## src/rtl/id_ex_stage_if.sv

```systemverilog
// Signal bundle between decode, the ID/EX stage register, the forward sources and the ALU.
// The slave modport is the stage itself. The master modport is whoever drives decode and observes EX.
interface id_ex_stage_if;
  logic        flush_i;
  logic        hold_i;
  logic        valid_i;
  logic [4:0]  rs_addr_i;
  logic [4:0]  rt_addr_i;
  logic [31:0] rs_data_i;
  logic [31:0] rt_data_i;
  logic [31:0] imm_i;
  logic [4:0]  shamt_i;
  logic [4:0]  write_addr_i;
  logic [3:0]  alu_operation_i;
  logic        alu_src_i;
  logic        reg_write_i;
  logic        mem_read_i;
  logic        mem_write_i;
  logic        mem_to_reg_i;
  logic        ex_mem_reg_write_i;
  logic [4:0]  ex_mem_write_addr_i;
  logic [31:0] ex_mem_data_i;
  logic        mem_wb_reg_write_i;
  logic [4:0]  mem_wb_write_addr_i;
  logic [31:0] mem_wb_data_i;

  logic        stall_o;
  logic        valid_o;
  logic [31:0] a_o;
  logic [31:0] b_o;
  logic [4:0]  shamt_o;
  logic [3:0]  alu_operation_o;
  logic [31:0] store_data_o;
  logic [4:0]  write_addr_o;
  logic        reg_write_o;
  logic        mem_read_o;
  logic        mem_write_o;
  logic        mem_to_reg_o;

  modport slave (
    input  flush_i, hold_i, valid_i, rs_addr_i, rt_addr_i, rs_data_i, rt_data_i,
           imm_i, shamt_i, write_addr_i, alu_operation_i, alu_src_i,
           reg_write_i, mem_read_i, mem_write_i, mem_to_reg_i,
           ex_mem_reg_write_i, ex_mem_write_addr_i, ex_mem_data_i,
           mem_wb_reg_write_i, mem_wb_write_addr_i, mem_wb_data_i,
    output stall_o, valid_o, a_o, b_o, shamt_o, alu_operation_o, store_data_o,
           write_addr_o, reg_write_o, mem_read_o, mem_write_o, mem_to_reg_o
  );

  modport master (
    output flush_i, hold_i, valid_i, rs_addr_i, rt_addr_i, rs_data_i, rt_data_i,
           imm_i, shamt_i, write_addr_i, alu_operation_i, alu_src_i,
           reg_write_i, mem_read_i, mem_write_i, mem_to_reg_i,
           ex_mem_reg_write_i, ex_mem_write_addr_i, ex_mem_data_i,
           mem_wb_reg_write_i, mem_wb_write_addr_i, mem_wb_data_i,
    input  stall_o, valid_o, a_o, b_o, shamt_o, alu_operation_o, store_data_o,
           write_addr_o, reg_write_o, mem_read_o, mem_write_o, mem_to_reg_o
  );
endinterface

```

## src/rtl/id_ex_stage.sv

```systemverilog
// ID/EX pipeline register with load-use bubble insertion, flush/hold handling
// and EX/MEM > MEM/WB operand forwarding on the registered source operands.
module id_ex_stage (
  input logic          clk,
  input logic          reset,
  id_ex_stage_if.slave bus
);

  typedef struct packed {
    logic        valid;
    logic [4:0]  rs_addr;
    logic [4:0]  rt_addr;
    logic [31:0] rs_data;
    logic [31:0] rt_data;
    logic [31:0] imm;
    logic [4:0]  shamt;
    logic [4:0]  write_addr;
    logic [3:0]  alu_operation;
    logic        alu_src;
    logic        reg_write;
    logic        mem_read;
    logic        mem_write;
    logic        mem_to_reg;
  } stage_t;

  stage_t stage_reg;
  stage_t stage_next;
  stage_t decode_in;
  logic   hazard;

  always_comb begin
    decode_in               = '0;
    decode_in.valid         = bus.valid_i;
    decode_in.rs_addr       = bus.rs_addr_i;
    decode_in.rt_addr       = bus.rt_addr_i;
    decode_in.rs_data       = bus.rs_data_i;
    decode_in.rt_data       = bus.rt_data_i;
    decode_in.imm           = bus.imm_i;
    decode_in.shamt         = bus.shamt_i;
    decode_in.write_addr    = bus.write_addr_i;
    decode_in.alu_operation = bus.alu_operation_i;
    decode_in.alu_src       = bus.alu_src_i;
    decode_in.reg_write     = bus.reg_write_i;
    decode_in.mem_read      = bus.mem_read_i;
    decode_in.mem_write     = bus.mem_write_i;
    decode_in.mem_to_reg    = bus.mem_to_reg_i;
  end

  // A load sitting in EX cannot forward to the instruction in decode that needs its result.
  assign hazard = stage_reg.mem_read && (stage_reg.write_addr != 5'd0) && bus.valid_i &&
                  ((stage_reg.write_addr == bus.rs_addr_i) ||
                   (stage_reg.write_addr == bus.rt_addr_i));

  // A flush takes precedence over the stall, so the decode instruction is dropped.
  assign bus.stall_o = hazard && !bus.flush_i;

  // A bubble is the all-zero stage word.
  always_comb begin
    stage_next = stage_reg;
    if (bus.flush_i) begin
      stage_next = '0;
    end else if (bus.hold_i) begin
      stage_next = stage_reg;
    end else if (hazard) begin
      stage_next = '0;
    end else begin
      stage_next = decode_in;
    end
  end

  always_ff @(posedge clk or negedge reset) begin
    if (!reset) begin
      stage_reg <= '0;
    end else begin
      stage_reg <= stage_next;
    end
  end

  // Element 0 is rs and element 1 is rt. Register 0 is never taken from a forward source.
  logic [4:0]  src_addr [2];
  logic [31:0] src_data [2];
  logic [31:0] fwd_data [2];

  assign src_addr[0] = stage_reg.rs_addr;
  assign src_addr[1] = stage_reg.rt_addr;
  assign src_data[0] = stage_reg.rs_data;
  assign src_data[1] = stage_reg.rt_data;

  generate
    for (genvar gi = 0; gi < 2; gi++) begin : g_fwd
      logic ex_mem_hit;
      logic mem_wb_hit;

      assign ex_mem_hit = bus.ex_mem_reg_write_i && (bus.ex_mem_write_addr_i != 5'd0) &&
                          (bus.ex_mem_write_addr_i == src_addr[gi]);
      assign mem_wb_hit = bus.mem_wb_reg_write_i && (bus.mem_wb_write_addr_i != 5'd0) &&
                          (bus.mem_wb_write_addr_i == src_addr[gi]);
      assign fwd_data[gi] = ex_mem_hit ? bus.ex_mem_data_i :
                            mem_wb_hit ? bus.mem_wb_data_i : src_data[gi];
    end
  endgenerate

  assign bus.a_o             = fwd_data[0];
  assign bus.store_data_o    = fwd_data[1];
  assign bus.b_o             = stage_reg.alu_src ? stage_reg.imm : fwd_data[1];
  assign bus.valid_o         = stage_reg.valid;
  assign bus.shamt_o         = stage_reg.shamt;
  assign bus.alu_operation_o = stage_reg.alu_operation;
  assign bus.write_addr_o    = stage_reg.write_addr;
  assign bus.reg_write_o     = stage_reg.reg_write;
  assign bus.mem_read_o      = stage_reg.mem_read;
  assign bus.mem_write_o     = stage_reg.mem_write;
  assign bus.mem_to_reg_o    = stage_reg.mem_to_reg;

endmodule
```

## src/flat_wrapper.sv

```systemverilog
// flat-port wrapper written by rule: the top's interface ports become plain ports
module id_ex_stage_flat 
  (clk, reset, bus_flush_i, bus_hold_i, bus_valid_i, bus_rs_addr_i, bus_rt_addr_i, bus_rs_data_i, bus_rt_data_i, bus_imm_i, bus_shamt_i, bus_write_addr_i, bus_alu_operation_i, bus_alu_src_i, bus_reg_write_i, bus_mem_read_i, bus_mem_write_i, bus_mem_to_reg_i, bus_ex_mem_reg_write_i, bus_ex_mem_write_addr_i, bus_ex_mem_data_i, bus_mem_wb_reg_write_i, bus_mem_wb_write_addr_i, bus_mem_wb_data_i, bus_stall_o, bus_valid_o, bus_a_o, bus_b_o, bus_shamt_o, bus_alu_operation_o, bus_store_data_o, bus_write_addr_o, bus_reg_write_o, bus_mem_read_o, bus_mem_write_o, bus_mem_to_reg_o);
  id_ex_stage_if bus_i ();
  input logic clk;
  input logic reset;
  input wire logic [$bits(bus_i.flush_i)-1:0] bus_flush_i;
  input wire logic [$bits(bus_i.hold_i)-1:0] bus_hold_i;
  input wire logic [$bits(bus_i.valid_i)-1:0] bus_valid_i;
  input wire logic [$bits(bus_i.rs_addr_i)-1:0] bus_rs_addr_i;
  input wire logic [$bits(bus_i.rt_addr_i)-1:0] bus_rt_addr_i;
  input wire logic [$bits(bus_i.rs_data_i)-1:0] bus_rs_data_i;
  input wire logic [$bits(bus_i.rt_data_i)-1:0] bus_rt_data_i;
  input wire logic [$bits(bus_i.imm_i)-1:0] bus_imm_i;
  input wire logic [$bits(bus_i.shamt_i)-1:0] bus_shamt_i;
  input wire logic [$bits(bus_i.write_addr_i)-1:0] bus_write_addr_i;
  input wire logic [$bits(bus_i.alu_operation_i)-1:0] bus_alu_operation_i;
  input wire logic [$bits(bus_i.alu_src_i)-1:0] bus_alu_src_i;
  input wire logic [$bits(bus_i.reg_write_i)-1:0] bus_reg_write_i;
  input wire logic [$bits(bus_i.mem_read_i)-1:0] bus_mem_read_i;
  input wire logic [$bits(bus_i.mem_write_i)-1:0] bus_mem_write_i;
  input wire logic [$bits(bus_i.mem_to_reg_i)-1:0] bus_mem_to_reg_i;
  input wire logic [$bits(bus_i.ex_mem_reg_write_i)-1:0] bus_ex_mem_reg_write_i;
  input wire logic [$bits(bus_i.ex_mem_write_addr_i)-1:0] bus_ex_mem_write_addr_i;
  input wire logic [$bits(bus_i.ex_mem_data_i)-1:0] bus_ex_mem_data_i;
  input wire logic [$bits(bus_i.mem_wb_reg_write_i)-1:0] bus_mem_wb_reg_write_i;
  input wire logic [$bits(bus_i.mem_wb_write_addr_i)-1:0] bus_mem_wb_write_addr_i;
  input wire logic [$bits(bus_i.mem_wb_data_i)-1:0] bus_mem_wb_data_i;
  output wire logic [$bits(bus_i.stall_o)-1:0] bus_stall_o;
  output wire logic [$bits(bus_i.valid_o)-1:0] bus_valid_o;
  output wire logic [$bits(bus_i.a_o)-1:0] bus_a_o;
  output wire logic [$bits(bus_i.b_o)-1:0] bus_b_o;
  output wire logic [$bits(bus_i.shamt_o)-1:0] bus_shamt_o;
  output wire logic [$bits(bus_i.alu_operation_o)-1:0] bus_alu_operation_o;
  output wire logic [$bits(bus_i.store_data_o)-1:0] bus_store_data_o;
  output wire logic [$bits(bus_i.write_addr_o)-1:0] bus_write_addr_o;
  output wire logic [$bits(bus_i.reg_write_o)-1:0] bus_reg_write_o;
  output wire logic [$bits(bus_i.mem_read_o)-1:0] bus_mem_read_o;
  output wire logic [$bits(bus_i.mem_write_o)-1:0] bus_mem_write_o;
  output wire logic [$bits(bus_i.mem_to_reg_o)-1:0] bus_mem_to_reg_o;
  assign bus_i.flush_i = bus_flush_i;
  assign bus_i.hold_i = bus_hold_i;
  assign bus_i.valid_i = bus_valid_i;
  assign bus_i.rs_addr_i = bus_rs_addr_i;
  assign bus_i.rt_addr_i = bus_rt_addr_i;
  assign bus_i.rs_data_i = bus_rs_data_i;
  assign bus_i.rt_data_i = bus_rt_data_i;
  assign bus_i.imm_i = bus_imm_i;
  assign bus_i.shamt_i = bus_shamt_i;
  assign bus_i.write_addr_i = bus_write_addr_i;
  assign bus_i.alu_operation_i = bus_alu_operation_i;
  assign bus_i.alu_src_i = bus_alu_src_i;
  assign bus_i.reg_write_i = bus_reg_write_i;
  assign bus_i.mem_read_i = bus_mem_read_i;
  assign bus_i.mem_write_i = bus_mem_write_i;
  assign bus_i.mem_to_reg_i = bus_mem_to_reg_i;
  assign bus_i.ex_mem_reg_write_i = bus_ex_mem_reg_write_i;
  assign bus_i.ex_mem_write_addr_i = bus_ex_mem_write_addr_i;
  assign bus_i.ex_mem_data_i = bus_ex_mem_data_i;
  assign bus_i.mem_wb_reg_write_i = bus_mem_wb_reg_write_i;
  assign bus_i.mem_wb_write_addr_i = bus_mem_wb_write_addr_i;
  assign bus_i.mem_wb_data_i = bus_mem_wb_data_i;
  assign bus_stall_o = bus_i.stall_o;
  assign bus_valid_o = bus_i.valid_o;
  assign bus_a_o = bus_i.a_o;
  assign bus_b_o = bus_i.b_o;
  assign bus_shamt_o = bus_i.shamt_o;
  assign bus_alu_operation_o = bus_i.alu_operation_o;
  assign bus_store_data_o = bus_i.store_data_o;
  assign bus_write_addr_o = bus_i.write_addr_o;
  assign bus_reg_write_o = bus_i.reg_write_o;
  assign bus_mem_read_o = bus_i.mem_read_o;
  assign bus_mem_write_o = bus_i.mem_write_o;
  assign bus_mem_to_reg_o = bus_i.mem_to_reg_o;
  id_ex_stage u_core (.clk(clk), .reset(reset), .bus(bus_i));
endmodule
```

## config.mk

```make
export PLATFORM = sky130hd
export DESIGN_NAME = id_ex_stage_flat
export DESIGN_NICKNAME = d
export VERILOG_FILES = /design/src/rtl/id_ex_stage_if.sv /design/src/rtl/id_ex_stage.sv /design/src/flat_wrapper.sv
export SDC_FILE = /design/constraint.sdc
export NUM_CORES = 1
export LEC_CHECK = 0
export CELL_PAD_IN_SITES_DETAIL_PLACEMENT = 1
export CELL_PAD_IN_SITES_GLOBAL_PLACEMENT = 2
export CORE_MARGIN = 5
export CORE_UTILIZATION = 26
export CTS_CLUSTER_DIAMETER = 40
export CTS_CLUSTER_SIZE = 24
export DETAILED_ROUTE_END_ITERATION = 16
export GPL_TIMING_DRIVEN = 0
export PLACE_DENSITY = 0.91
export SYNTH_ARGS = -nofsm -noshare
export SYNTH_HDL_FRONTEND = slang
export SYNTH_SLANG_ARGS = --single-unit
export TNS_END_PERCENT = 10
```

## constraint.sdc

```tcl
create_clock -name clk -period 4.4 [get_ports clk]
set_clock_uncertainty 0.15 [all_clocks]
set_input_delay 1.1 -clock clk [delete_from_list [all_inputs] [get_ports clk]]
set_output_delay 1.1 -clock clk [all_outputs]
set_load 0.05 [all_outputs]
```

==> results.md, run 1 <==
Logic synthesis:
- The post-synthesis instance area is 8390 um^2.
- The net count after synthesis is 1137.
- The gate count of the mapped netlist is 931.
- After synthesis, the share of flip-flops with an asynchronous set or reset is 100%.
- The average size of a mapped cell is 9.01 um^2.
- The flip-flop and latch count after synthesis is 126.
- By count the netlist is led by sky130_fd_sc_hd__dfrtp_1 (126), sky130_fd_sc_hd__inv_1 (126), sky130_fd_sc_hd__o41ai_1 (126), sky130_fd_sc_hd__nand3b_1 (110), sky130_fd_sc_hd__clkbuf_1 (81).
- The synthesized design devotes to its leading area cell type 37.6% of total area.
- The biggest area contributor in the post-synthesis netlist is sky130_fd_sc_hd__dfrtp_1.
- The commonest register cell after synthesis is sky130_fd_sc_hd__dfrtp_1.
- By area the synthesized netlist is led by sky130_fd_sc_hd__dfrtp_1 (38%), sky130_fd_sc_hd__o41ai_1 (13%), sky130_fd_sc_hd__nand3b_1 (9.8%), sky130_fd_sc_hd__inv_1 (5.6%), sky130_fd_sc_hd__mux2_2 (4.3%).
- The Yosys step of the flow raised 0 warnings.
- The number of different library cells in the post-synthesis netlist is 34.
- Yosys mapped a number of flops with a built-in enable equal to 0.
- The sequential fraction of the synthesis area is 37.6%.

Critical path:
- The largest single stage delay on the critical path is 0.58 ns.
- The top fanout value on the critical path is 6.
- Data on the critical path is required at its endpoint by 3.15 ns.
- The endpoint identified for the worst register-to-register timing path is u_core.src_data[38].
- The worst setup path is launched from an input pin.
- Data arrives at the worst endpoint at 3.19 ns.
- The number of cell instances on the worst register-to-register path is 6.
- The combined buffer and inverter count along the critical path is 3.
- Grouping stages by cell kind, the critical path spends the most delay in simple AND/OR/NAND/NOR gates.
- Traced cell by cell, the critical path runs through clkdlybuf4s15_2 -> or4_4 -> o211a_4 -> clkbuf_8 -> nand3_1 -> a31oi_4 -> mux2_2 -> buf_6.
- The critical path class is in -> out.
- The cell with the largest stage delay on the worst path is sky130_fd_sc_hd__or4_4.
- The worst register-to-register path has a setup slack of 1.86 ns.
- The launch instance of the worst register-to-register path is u_core.bus.write_addr_o[2].
- STA classifies the critical path endpoint as an output port.

STA:
- Setup repair after global routing could not meet its margin everywhere.
- The number of setup violations in the final report is 3.
- The timing-limited maximum frequency is 225 MHz.
- The final number of hold-violating endpoints came to 0.
- The worst path setup slack after routing is -0.0357 ns.
- The time the worst path needs with I/O delays and setup is 4.44 ns.
- The worst pin sits at a relative slew slack of 29.6%.
- The pin slew with the least headroom to its limit is 1.06 ns.
- The final worst-path cycle share is 101%.
- The final count of pins violating max slew is 0.

Hold path:
- The worst hold path terminates at u_core.bus.mem_to_reg_o.
- In this run the most critical hold path is launched from u_core.bus.mem_to_reg_o.
- Counting instances, the worst hold path has a depth of 2.
- The path class of the tightest hold or removal check is reg -> reg.

Clocking:
- The clock insertion delay at the later pin of the skew report is 0.42 ns.
- After clock tree synthesis, the clock-pin slew on the worst setup and hold paths is 0.06 ns.
- The number of CTS-inserted buffers is 17.
- The total clock sinks is 126.
- The deepest level of the CTS H-tree is 4.
- The hold buffer count at CTS is 0.
- No sink is reached through more buffers than the 2 on the longest clock path.
- The CTS tree is yes.
- The cell sitting at the root of the clock tree is a sky130_fd_sc_hd__clkbuf_16.

Place:
- The congestion estimate from routability-driven global placement came to 0.922.
- The HPWL after detailed placement is 31.9 mm.
- The count of buffers added on input and output ports is 321.
- At the placement stage, the worst setup path has a slack of -1.87 ns.

Run:
- The number of maximum-capacitance constraint violations is 0.

Cells and area:
- The number of nets in the layout is 1504.
- The area growth from synthesis to final layout is 64.5%.
- For this run, the share of the core covered by cells in the final layout is 43.5%.
- Of the cells placed in the final design, the portion with a size suffix greater than 1 is 27.5%.
- The fill cell total of the finished layout is 3571.
- The flip-flop count of the largest register after layout is 64.

Global routing:
- Entering global routing, the biggest net connects 77 pins.
- The initial antenna violation count is 8.
- The number of global-route vias before repair came to 10100.
- The total track usage is 23.3%.
- After global routing the overflow that remains totals 0.
- The first global-routing pass estimated 64.8 mm of wire.

Status:
- The flow ran to the end, but the final reports show violations.
- The checks that failed: negative setup slack.

Routing:
- The routed design has 43.6 mm of wire.
- The routed length per placed instance is 25.4 um.
- After the first detailed-routing iteration, the DRC count stood at 520.
- The count of nets left with antenna violations once routing finished came out at 0.
- The count of vias placed by the detailed router is 9204.
- For this run, the detailed router's first-pass iteration total came to 5.
- The average vias per placed instance is 5.36.
- The number of design rule violations left after detail routing is 0.

Floorplanning:
- The region available for standard cell placement spans 31700 um^2.
- After floorplanning, the core was divided into 65 placement rows.
- The effective utilization at floorplan is 26.4%.
- Pin placement for this block handled 322 I/O pins.
- From bottom edge to top edge, the die measures 190 um.
- The die covers 35900 um^2.
- The floorplan die width is 190 um.

Power and ir drop:
- The cell area power density is 291 nW/um^2.
- The completed layout was analyzed and its total power is 0.00402 W.
- The leakage power total is 5.76 nW.
- Across the VDD grid, the largest voltage drop is 237 uV.
report_power, final:
part,internal [W],leakage (nW),switching [W]
Clock,0.000785,0.266,0.000624
Combinational,0.000545,3.81,0.000780
Sequential,0.00122,1.68,0.0000596
Total,0.00255,5.76,0.00146
cell usage in the layout (no fill, tap or decap), types with 23 or more instances in the layout:
cell / count
sky130_fd_sc_hd__a21oi_1: 24
sky130_fd_sc_hd__buf_2: 43
sky130_fd_sc_hd__buf_4: 63
sky130_fd_sc_hd__buf_6: 29
sky130_fd_sc_hd__clkbuf_1: 66
sky130_fd_sc_hd__clkdlybuf4s50_1: 211
sky130_fd_sc_hd__dfrtp_1: 126
sky130_fd_sc_hd__inv_1: 126
sky130_fd_sc_hd__mux2i_1: 32
sky130_fd_sc_hd__nand3_1: 23
sky130_fd_sc_hd__nand3b_1: 110
sky130_fd_sc_hd__nor2_1: 30
sky130_fd_sc_hd__o41ai_1: 126
area by class of cell:
type	count	area, um^2	share of cell area (%)
Antenna cell	5	12.5	0.0907
Buffer	115	753	5.46
Clock buffer	17	425	3.08
Clock inverter	15	136	0.989
Inverter	126	473	3.43
Multi-Input combinational cell	562	4920	35.7
Sequential cell	126	3150	22.9
Tap cell	402	503	3.65
Timing Repair Buffer	350	3410	24.8
cell families after synthesis:
kind of cell,share of synthesized area [%]
compound gates,21.7
simple gates,17.5
flops,37.6
mux,8.12
buf+inv,12.0
xor+xnor,3.13
layer usage:
| metal | share of wire, % | global-route usage (%) | vias up |
|---|---|---|---|
| li1 | - | - | 4127 |
| met1 | 42 | 29.7 | 4625 |
| met2 | 48 | 38.7 | 373 |
| met3 | 7.1 | 6.15 | 71 |
| met4 | 3.0 | 7.68 | 8 |
| met5 | 0.11 | 0 | - |
worst reg2reg max path, stage by stage (launching register included):
cell and delay [ns]:
sky130_fd_sc_hd__dfrtp_1 0.46, sky130_fd_sc_hd__or4_1 0.54, sky130_fd_sc_hd__o211ai_1 0.26, sky130_fd_sc_hd__a21oi_4 0.07, sky130_fd_sc_hd__buf_4 0.21, sky130_fd_sc_hd__clkbuf_1 0.36
sky130_fd_sc_hd__o41ai_1 0.39
metrics by stage:
stage,setup TNS [ns],hold WS [ns],cells,cell area [um^2]
5_1_grt,-1.00,0.354,1717,13800
6_report,-0.0702,0.331,1718,13800
4_1_cts,-1.26,0.332,1713,13600
3_5_place_dp,-153.34,0.311,1655,12200
2_1_floorplan,-2.34,0.288,931,8490
3_3_place_gp,-589.25,0.306,1654,12200
worst max-delay path by stage:
stage                          startpoint  slack, ns                  end  depth (start not counted)
3_5_place_dp   bus_mem_wb_write_addr_i[1]      -1.87          bus_b_o[10]                          8
5_1_grt        bus_ex_mem_write_addr_i[1]      -0.11          bus_b_o[19]                         10
2_1_floorplan  bus_ex_mem_write_addr_i[0]      -0.10          bus_b_o[10]                          6
3_3_place_gp                        reset      -3.48  u_core.src_data[41]                          1
6_report       bus_mem_wb_write_addr_i[3]      -0.04          bus_b_o[10]                          8
4_1_cts        bus_ex_mem_write_addr_i[4]      -0.12          bus_b_o[16]                         12
what timing repair did:
action | CTS | global route
pin swaps | 26 | 9
resized for setup | 770 | 73
gates cloned | 6 | 0
setup endpoints to repair | 97 | 91
buffers inserted | 21 | 3
No activity file was read; power rests on OpenSTA's default activity.
==> run 2, diff against run 1 <==
--- a/config.mk
+++ b/config.mk
@@ -5,15 +5,16 @@
 export SDC_FILE = /design/constraint.sdc
 export NUM_CORES = 1
 export LEC_CHECK = 0
+export ABC_AREA = 1
 export CELL_PAD_IN_SITES_DETAIL_PLACEMENT = 1
 export CELL_PAD_IN_SITES_GLOBAL_PLACEMENT = 2
 export CORE_MARGIN = 5
-export CORE_UTILIZATION = 26
+export CORE_UTILIZATION = 23
 export CTS_CLUSTER_DIAMETER = 40
 export CTS_CLUSTER_SIZE = 24
 export DETAILED_ROUTE_END_ITERATION = 16
 export GPL_TIMING_DRIVEN = 0
-export PLACE_DENSITY = 0.91
+export PLACE_DENSITY = 0.9
 export SYNTH_ARGS = -nofsm -noshare
 export SYNTH_HDL_FRONTEND = slang
 export SYNTH_SLANG_ARGS = --single-unit
==> results.md, run 2 <==
Global routing:
- The total track usage is 20.2% (was 23.3%).
- The met2 usage is 34.0% (was 38.7%).
- The number of global-route vias before repair was 10000 (was 10100).
- The wire length of the first global-routing pass is 59.8 mm (was 64.8 mm).
- The maximum number of pins on one net before global-route repair came to 78 (was 77).
- The initial antenna violation count is 2 (was 8).
- The total overflow reported by the global router came to 0 (unchanged).
- The met1 track utilization from global routing is 25.8% (was 29.7%).
- The global routing's busiest layer is met2 (unchanged).
- The global-route track usage on met3 came to 6.23% (was 6.15%).

STA:
- The pin slew with the least headroom to its limit is 1.07 ns (was 1.06 ns).
- The final total negative setup slack is 0 ns (was -0.0702 ns).
- Unrepaired setup endpoints after global routing: yes (unchanged).
- The final number of hold-violating endpoints is 0 (unchanged).
- The timing-limited maximum frequency is 230 MHz (was 225 MHz).
- The time the worst path needs with I/O delays and setup is 4.35 ns (was 4.44 ns).
- The final worst-path cycle share came to 98.9% (was 101%).
- The headroom to the max-slew limit came to 28.6% (was 29.6%).
- The number of setup violations in the final report is 0 (was 3).
- The final count of pins violating max slew is 0 (unchanged).

Floorplanning:
- The floorplan die area is 38400 um^2 (was 35900 um^2).
- The number of rows created at floorplan is 68 (was 65).
- The floorplan die width is 196 um (was 190 um).
- The placeable core region is 34400 um^2 (was 31700 um^2).
- The die boundary height is 196 um (was 190 um).
- The effective utilization at floorplan is 23.2% (was 26.4%).
- The top-level port count is 322 (unchanged).

Logic synthesis:
- The sequential fraction of the synthesis area was 39.6% (was 37.6%).
- Cell types with the highest counts after synthesis: sky130_fd_sc_hd__nand2_1 (391), sky130_fd_sc_hd__nand3_1 (292), sky130_fd_sc_hd__dfrtp_1 (126), sky130_fd_sc_hd__inv_1 (105), sky130_fd_sc_hd__buf_2 (37) (was sky130_fd_sc_hd__dfrtp_1 (126), sky130_fd_sc_hd__inv_1 (126), sky130_fd_sc_hd__o41ai_1 (126), sky130_fd_sc_hd__nand3b_1 (110), sky130_fd_sc_hd__clkbuf_1 (81)).
- The count of flip-flops with a built-in enable after synthesis came to 0 (unchanged).
- In the post-synthesis netlist, the cell with the most instances is sky130_fd_sc_hd__nand2_1.
- The number of different library cells in the post-synthesis netlist was 25 (was 34).
- The cell type with the largest total area after synthesis was sky130_fd_sc_hd__dfrtp_1 (unchanged).
- The total number of yosys warnings is 0 (unchanged).
- The post-synthesis instance area is 7960 um^2 (was 8390 um^2).
- The post-synthesis async set-or-reset flop share is 100% (unchanged).
- The share of the synthesized area in the top cell type was 39.6% (was 37.6%).
- The average size of a mapped cell is 6.84 um^2 (was 9.01 um^2).
- The net count after synthesis was 1369 (was 1137).
- The gate count of the mapped netlist is 1163 (was 931).
- The commonest register cell after synthesis is sky130_fd_sc_hd__dfrtp_1 (unchanged).
- The flip-flop and latch count after synthesis is 126 (unchanged).
- Cell types occupying the most area after synthesis: sky130_fd_sc_hd__dfrtp_1 (40%), sky130_fd_sc_hd__nand2_1 (18%), sky130_fd_sc_hd__nand3_1 (18%), sky130_fd_sc_hd__inv_1 (5.0%), sky130_fd_sc_hd__and2_1 (2.5%) (was sky130_fd_sc_hd__dfrtp_1 (38%), sky130_fd_sc_hd__o41ai_1 (13%), sky130_fd_sc_hd__nand3b_1 (9.8%), sky130_fd_sc_hd__inv_1 (5.6%), sky130_fd_sc_hd__mux2_2 (4.3%)).

Critical path:
- The cell repeated most along the worst path is sky130_fd_sc_hd__buf_4.
- The number of cell instances on the worst register-to-register path is 9 (was 6).
- The cell with the largest stage delay on the worst path is sky130_fd_sc_hd__clkdlybuf4s50_1 (was sky130_fd_sc_hd__or4_4).
- The sort of element at the end of the critical path is an output port (unchanged).
- The cell family contributing the most delay on the critical path is buffers and inverters (was simple AND/OR/NAND/NOR gates).
- The data required time at the worst endpoint is 3.15 ns (about the same).
- The combined buffer and inverter count along the critical path is 4 (was 3).
- The top fanout value on the critical path is 10 (was 6).
- The critical path class is in -> out (unchanged).
- The launch instance of the worst register-to-register path is u_core.bus.write_addr_o[1] (was u_core.bus.write_addr_o[2]).
- The slack of the worst reg-to-reg path is 2.35 ns (was 1.86 ns).
- The maximum cell stage delay along the critical path was 0.58 ns (about the same).
- The category of the worst setup path launch point is an input pin (unchanged).
- List of cells traversed by the critical path: clkdlybuf4s50_1 -> nor3_1 -> nand2_1 -> nand2_2 -> nor3_4 -> buf_4 -> buf_4 -> nand3_1 -> and2_1 -> clkdlybuf4s18_2 (was clkdlybuf4s15_2 -> or4_4 -> o211a_4 -> clkbuf_8 -> nand3_1 -> a31oi_4 -> mux2_2 -> buf_6).
- The terminus of the critical flop-to-flop path is u_core.src_data[21] (was u_core.src_data[38]).
- The data arrival time of the critical path is 3.10 ns (was 3.19 ns).

Place:
- The number of I/O port buffers is 321 (unchanged).
- The HPWL after detailed placement was 30.5 mm (was 31.9 mm).
- The global placer's final weighted congestion was 0.884 (was 0.922).
- The placed instance area was 11800 um^2 (was 12200 um^2).

Cells and area:
- The final cell area excluding filler cells is 12300 um^2 (was 13800 um^2).
- The layout cell share with drive strength beyond 1 was 15.0% (was 27.5%).
- The flip-flop count of the largest register after layout is 64 (unchanged).
- The commonest non-fill, non-tap cell in the layout was sky130_fd_sc_hd__nand2_1 (was sky130_fd_sc_hd__clkdlybuf4s50_1).
- The number of nets in the layout came to 1722 (was 1504).
- Most frequent cells in the layout: sky130_fd_sc_hd__nand2_1 (390), sky130_fd_sc_hd__nand3_1 (291), sky130_fd_sc_hd__clkdlybuf4s50_1 (218), sky130_fd_sc_hd__dfrtp_1 (126), sky130_fd_sc_hd__inv_1 (105) (was sky130_fd_sc_hd__clkdlybuf4s50_1 (211), sky130_fd_sc_hd__inv_1 (126), sky130_fd_sc_hd__o41ai_1 (126), sky130_fd_sc_hd__dfrtp_1 (126), sky130_fd_sc_hd__nand3b_1 (110)).
- The post-route core utilization is 35.9% (was 43.5%).
- The number of inserted diodes is 0 (was 5).
- The area growth from synthesis to final layout is 54.9% (was 64.5%).

Hold path:
- The critical hold path startpoint is u_core.src_data[35] (was u_core.bus.mem_to_reg_o).
- The type of the worst min-delay path is reg -> reg (unchanged).
- The hold path depth is 2 (unchanged).
- The end point of the worst hold path is u_core.src_data[35] (was u_core.bus.mem_to_reg_o).

Clocking:
- The number of CTS-inserted buffers is 17 (unchanged).
- The CTS tree is yes (unchanged).
- The hold buffer count at CTS was 0 (unchanged).
- The maximum number of buffers from clock root to sink is 2 (unchanged).
- The clock root buffer is sky130_fd_sc_hd__clkbuf_16 (unchanged).
- The total clock sinks was 126 (unchanged).
- The deepest level of the CTS H-tree is 4 (unchanged).
- The clock-pin slew reported for the worst setup and hold paths after clock tree synthesis is 0.06 ns (about the same).
- The clock insertion delay at the later pin of the skew report was 0.44 ns (was 0.42 ns).

Routing:
- The average vias per placed instance is 4.60 (was 5.36).
- The violation count after the first detailed-route iteration was 419 (was 520).
- The number of search-and-repair iterations in the first detailed-routing pass is 5 (unchanged).
- The number of design rule violations left after detail routing is 0 (unchanged).
- The routed length per placed instance is 19.9 um (was 25.4 um).
- The count of vias placed by the detailed router is 9120 (was 9204).
- The count of antenna-violating nets left after detailed routing came to 0 (unchanged).
- The overall routed net length is 39.4 mm (was 43.6 mm).

Status:
- Run status: finished, final reports clean (was finished with violations).

Power and ir drop:
- The worst vdd rail ir drop is 269 uV (was 237 uV).
- The overall power after layout was 0.00393 W (was 0.00402 W).
- The leakage power total was 6.42 nW (was 5.76 nW).
- The cell area power density was 319 nW/um^2 (was 291 nW/um^2).

Run:
- The number of maximum-capacitance constraint violations is 0 (unchanged).
run 2: cell types whose count changed after synthesis, sizes merged, moves of 33 or more:
| cell | delta |
|---|---|
| o41ai | -126 |
| nand3 | +259 |
| buf | +33 |
| clkbuf | -54 |
| nand3b | -110 |
| nand2 | +378 |
run 2: logic make-up (layout without fill, tap and decap cells):
family          Yosys count  after routing  synth area share (%)
simple gates            775            775                  43.8
buf+inv                 202            568                  11.5
flops                   126            126                  39.6
compound gates           33             33                  2.08
xor+xnor                 27             27                  2.97
run 2: worst max path at each step:
| stage | startpoint | to | slack [ns] | cells past startpoint |
|---|---|---|---|---|
| after floorplan | bus_ex_mem_write_addr_i[2] | bus_a_o[3] | 0.22 | 5 |
| after global placement | reset | u_core.bus.alu_operation_o[2] | -3.49 | 1 |
| after detailed placement | bus_ex_mem_write_addr_i[4] | bus_b_o[4] | -1.02 | 9 |
| after CTS | bus_ex_mem_write_addr_i[1] | bus_a_o[27] | -0.09 | 8 |
| after global routing | bus_ex_mem_write_addr_i[4] | bus_store_data_o[12] | -0.08 | 10 |
| final | bus_ex_mem_write_addr_i[4] | bus_store_data_o[12] | 0.05 | 10 |
run 2: area by class of cell:
class	instances	area, um^2
clock inverters	14	190
well taps	455	569
plain buffers	96	582
repair buffers	334	3020
clock buffers	18	429
fillers	4283	22000
flip-flops and latches	126	3150
inverters	106	400
multi-input cells	835	3990
run 2: timing repair:
action	in CTS	in global routing
endpoints found under the setup margin	97	96
pin swaps	6	2
resized for setup	529	74
buffers inserted	11	1
run 2: layer usage:
layer	wire, um	vias to the layer above
met5	19	-
met4	520	4
met3	2820	42
met2	18500	274
met1	17600	4371
li1	-	4429
run 2: per-stage QoR:
stage	hold slack (ns)	std cells	setup slack [ns]
after floorplan	0.299	1163	0.221
after global placement	0.312	1939	-3.49
after detailed placement	0.316	1940	-1.02
after CTS	0.332	1983	-0.0929
after global routing	0.346	1984	-0.0755
final	0.329	1984	0.0476
run 2: report_power, final:
part | switching (W) | internal [W] | total, W | leakage (nW)
clock | 0.000594 | 0.000947 | 0.00154 | 0.289
combinational | 0.000717 | 0.000406 | 0.00112 | 4.46
sequential | 0.0000466 | 0.00122 | 0.00127 | 1.68
total | 0.00136 | 0.00258 | 0.00393 | 6.42
run 2: tightest hold or removal path, stage by stage (launching register included):
cell and delay (ns):
sky130_fd_sc_hd__dfrtp_1 0.34, sky130_fd_sc_hd__nand2_1 0.06, sky130_fd_sc_hd__nand2_1 0.05
==> run 3, diff against run 2 <==
--- a/config.mk
+++ b/config.mk
@@ -6,6 +6,8 @@
 export NUM_CORES = 1
 export LEC_CHECK = 0
 export ABC_AREA = 1
+export ABC_CLOCK_PERIOD_IN_PS = 4400
+export CAP_MARGIN = 15
 export CELL_PAD_IN_SITES_DETAIL_PLACEMENT = 1
 export CELL_PAD_IN_SITES_GLOBAL_PLACEMENT = 2
 export CORE_MARGIN = 5
@@ -14,6 +16,7 @@
 export CTS_CLUSTER_SIZE = 24
 export DETAILED_ROUTE_END_ITERATION = 16
 export GPL_TIMING_DRIVEN = 0
+export MAX_ROUTING_LAYER = met4
 export PLACE_DENSITY = 0.9
 export SYNTH_ARGS = -nofsm -noshare
 export SYNTH_HDL_FRONTEND = slang
==> results.md, run 3 (synthesized netlist as in run 2, its figures left out) <==
Status:
- Run status: finished, final reports clean (unchanged).

Hold path:
- The end point of the worst hold path is u_core.stage_reg[49] (was u_core.src_data[35]).
- The critical hold path startpoint is u_core.stage_reg[49] (was u_core.src_data[35]).
- The type of the worst min-delay path is reg -> reg (unchanged).
- The hold path depth is 2 (unchanged).

Routing:
- The number of search-and-repair iterations in the first detailed-routing pass is 5 (unchanged).
- The routed length per placed instance was 20.0 um (was 19.9 um).
- The count of antenna-violating nets left after detailed routing is 0 (unchanged).
- The count of vias placed by the detailed router is 9116 (was 9120).
- The overall routed net length is 39.9 mm (was 39.4 mm).
- The violation count after the first detailed-route iteration was 362 (was 419).
- The average vias per placed instance is 4.59 (was 4.60).
- The number of design rule violations left after detail routing is 0 (unchanged).

STA:
- Unrepaired setup endpoints after global routing: yes (unchanged).
- The headroom to the max-slew limit is 52.0% (was 28.6%).
- The time the worst path needs with I/O delays and setup is 4.37 ns (was 4.35 ns).
- The worst path setup slack after routing was 0.0282 ns (was 0.0476 ns).
- The number of setup violations in the final report was 0 (unchanged).
- The final count of pins violating max slew is 0 (unchanged).
- The pin slew with the least headroom to its limit is 0.720 ns (was 1.07 ns).
- The timing-limited maximum frequency is 229 MHz (was 230 MHz).
- The final number of hold-violating endpoints came to 0 (unchanged).
- The final worst-path cycle share is 99.4% (was 98.9%).

Cells and area:
- The number of nets in the layout is 1722 (unchanged).
- The flip-flop count of the largest register after layout is 64 (unchanged).
- The commonest non-fill, non-tap cell in the layout is sky130_fd_sc_hd__nand2_1 (unchanged).
- The final cell area excluding filler cells came to 12400 um^2 (was 12300 um^2).
- The non-filler instance count after layout came to 1988 (was 1984).
- The post-route core utilization is 36.0% (was 35.9%).
- Most frequent cells in the layout: sky130_fd_sc_hd__nand2_1 (390), sky130_fd_sc_hd__nand3_1 (291), sky130_fd_sc_hd__clkdlybuf4s50_1 (218), sky130_fd_sc_hd__dfrtp_1 (126), sky130_fd_sc_hd__inv_1 (105) (unchanged).
- The area growth from synthesis to final layout is 55.4% (was 54.9%).
- The layout cell share with drive strength beyond 1 is 14.7% (was 15.0%).

Power and ir drop:
- The leakage power total is 6.41 nW (was 6.42 nW).
- The worst vdd rail ir drop was 272 uV (was 269 uV).
- The cell area power density is 315 nW/um^2 (was 319 nW/um^2).

Critical path:
- The number of cell instances on the worst register-to-register path is 9 (unchanged).
- The cell with the largest stage delay on the worst path is sky130_fd_sc_hd__clkdlybuf4s50_1 (unchanged).
- The launch instance of the worst register-to-register path is u_core.bus.write_addr_o[0] (was u_core.bus.write_addr_o[1]).
- The critical path class is in -> out (unchanged).
- The top fanout value on the critical path is 10 (unchanged).
- The maximum cell stage delay along the critical path was 0.57 ns (was 0.58 ns).
- The data arrival time of the critical path was 3.12 ns (was 3.10 ns).
- The category of the worst setup path launch point is an input pin (unchanged).
- The data required time at the worst endpoint is 3.15 ns (about the same).
- The sort of element at the end of the critical path was an output port (unchanged).
- List of cells traversed by the critical path: clkdlybuf4s50_1 -> nor3_1 -> nand2_1 -> nand2_2 -> nor3_4 -> buf_4 -> clkbuf_4 -> nand3_1 -> and2_1 -> clkdlybuf4s15_2 (was clkdlybuf4s50_1 -> nor3_1 -> nand2_1 -> nand2_2 -> nor3_4 -> buf_4 -> buf_4 -> nand3_1 -> and2_1 -> clkdlybuf4s18_2).
- The slack of the worst reg-to-reg path is 2.30 ns (was 2.35 ns).
- The terminus of the critical flop-to-flop path is u_core.src_data[20] (was u_core.src_data[21]).

Clocking:
- The deepest level of the CTS H-tree is 4 (unchanged).
- The total clock sinks is 126 (unchanged).
- The clock root buffer is sky130_fd_sc_hd__clkbuf_16 (unchanged).
- The hold buffer count at CTS came to 0 (unchanged).
- The clock-pin slew reported for the worst setup and hold paths after clock tree synthesis is 0.06 ns (about the same).
- The clock insertion delay at the later pin of the skew report is 0.44 ns (about the same).
- The number of CTS-inserted buffers was 17 (unchanged).
- The maximum number of buffers from clock root to sink is 2 (unchanged).
- The CTS tree is yes (unchanged).

Run:
- The number of maximum-capacitance constraint violations is 0 (unchanged).

Place:
- The placed instance area is 11800 um^2 (about the same).
- The HPWL after detailed placement is 30.8 mm (was 30.5 mm).
- The instance count after placement with tap cells included was 1942 (was 1940).
- The setup slack after placement is -1.05 ns (was -1.02 ns).
- The global placer's final weighted congestion came to 0.897 (was 0.884).
- The number of I/O port buffers is 321 (unchanged).

Global routing:
- The met2 usage is 33.8% (was 34.0%).
- The total track usage is 21.1% (was 20.2%).
- The number of global-route vias before repair is 10000 (about the same).
- The met1 track utilization from global routing came to 26.5% (was 25.8%).
- The global routing's busiest layer is met2 (unchanged).
- The initial antenna violation count was 4 (was 2).
- The global-route track usage on met3 is 6.06% (was 6.23%).
- The wire length of the first global-routing pass is 60.7 mm (was 59.8 mm).
- The total overflow reported by the global router came to 0 (unchanged).
- The maximum number of pins on one net before global-route repair was 68 (was 78).

Floorplanning:
- The effective utilization at floorplan came to 23.2% (unchanged).
- The floorplan die width is 196 um (unchanged).
- The die boundary height is 196 um (unchanged).
- The number of rows created at floorplan was 68 (unchanged).
- The placeable core region is 34400 um^2 (unchanged).
- The top-level port count was 322 (unchanged).
- The floorplan die area came to 38400 um^2 (unchanged).
[run 3: cell count changes in the layout (fill, tap and decap cells not counted), sizes merged]
cell           delta
diode             +4
inv               -1
clkbuf           +10
clkdlybuf4s15     +5
buf              -12
clkdlybuf4s18     -2
bufinv            -1
clkinvlp          -1
clkinv            +2
[run 3: how the worst max path moves through the flow]
| stage | startpoint | depth (start not counted) | slack [ns] | endpoint |
|---|---|---|---|---|
| global route | bus_ex_mem_write_addr_i[4] | 10 | -0.06 | bus_store_data_o[2] |
| global placement | reset | 1 | -3.40 | u_core.src_data[1] |
| floorplan | bus_ex_mem_write_addr_i[2] | 5 | 0.22 | bus_a_o[3] |
| CTS | bus_ex_mem_write_addr_i[1] | 8 | -0.13 | bus_a_o[18] |
| detailed placement | bus_ex_mem_write_addr_i[4] | 9 | -1.05 | bus_b_o[12] |
| finish | bus_ex_mem_write_addr_i[4] | 10 | 0.03 | bus_store_data_o[2] |
[run 3: cell type report]
class	instances	area, um^2
tap	455	569
clock inverter	13	165
timing repair buffer	334	3070
sequential	126	3150
fill	4298	22000
buffer	96	599
clock buffer	19	443
inverter	106	400
antenna	4	10.0
multi-input combinational	835	3960
[run 3: what timing repair did]
item	in CTS	in global routing
pin swaps	5	5
endpoints found under the setup margin	97	97
buffers inserted	7	3
gates resized for setup	502	106
[run 3: power by group]
| part | internal, W | switching, W |
|---|---|---|
| combinational | 0.000409 | 0.000717 |
| clock | 0.000907 | 0.000598 |
| sequential | 0.00122 | 0.0000462 |
[run 3: metal layers]
layer  part of all wire (%)  up-vias
li1                       -     4430
met1                     45     4373
met2                     47      279
met3                    6.8       34
met4                    1.6        0
met5                      0        -
[run 3: critical path: cells and delay by family]
kind / cells / cell delay [ns]
buf+inv: 4 / 1.27
simple gates: 6 / 0.72
[run 3: through the flow]
| step | power (W) | hold slack, ns | TNS, ns |
|---|---|---|---|
| after floorplan | 0.00188 | 0.299 | 0 |
| after global placement | 0.00242 | 0.312 | -510.15 |
| after detailed placement | 0.00244 | 0.315 | -86.25 |
| after CTS | 0.00394 | 0.332 | -2.06 |
| after global routing | 0.00407 | 0.344 | -0.321 |
| final | 0.00390 | 0.328 | 0 |
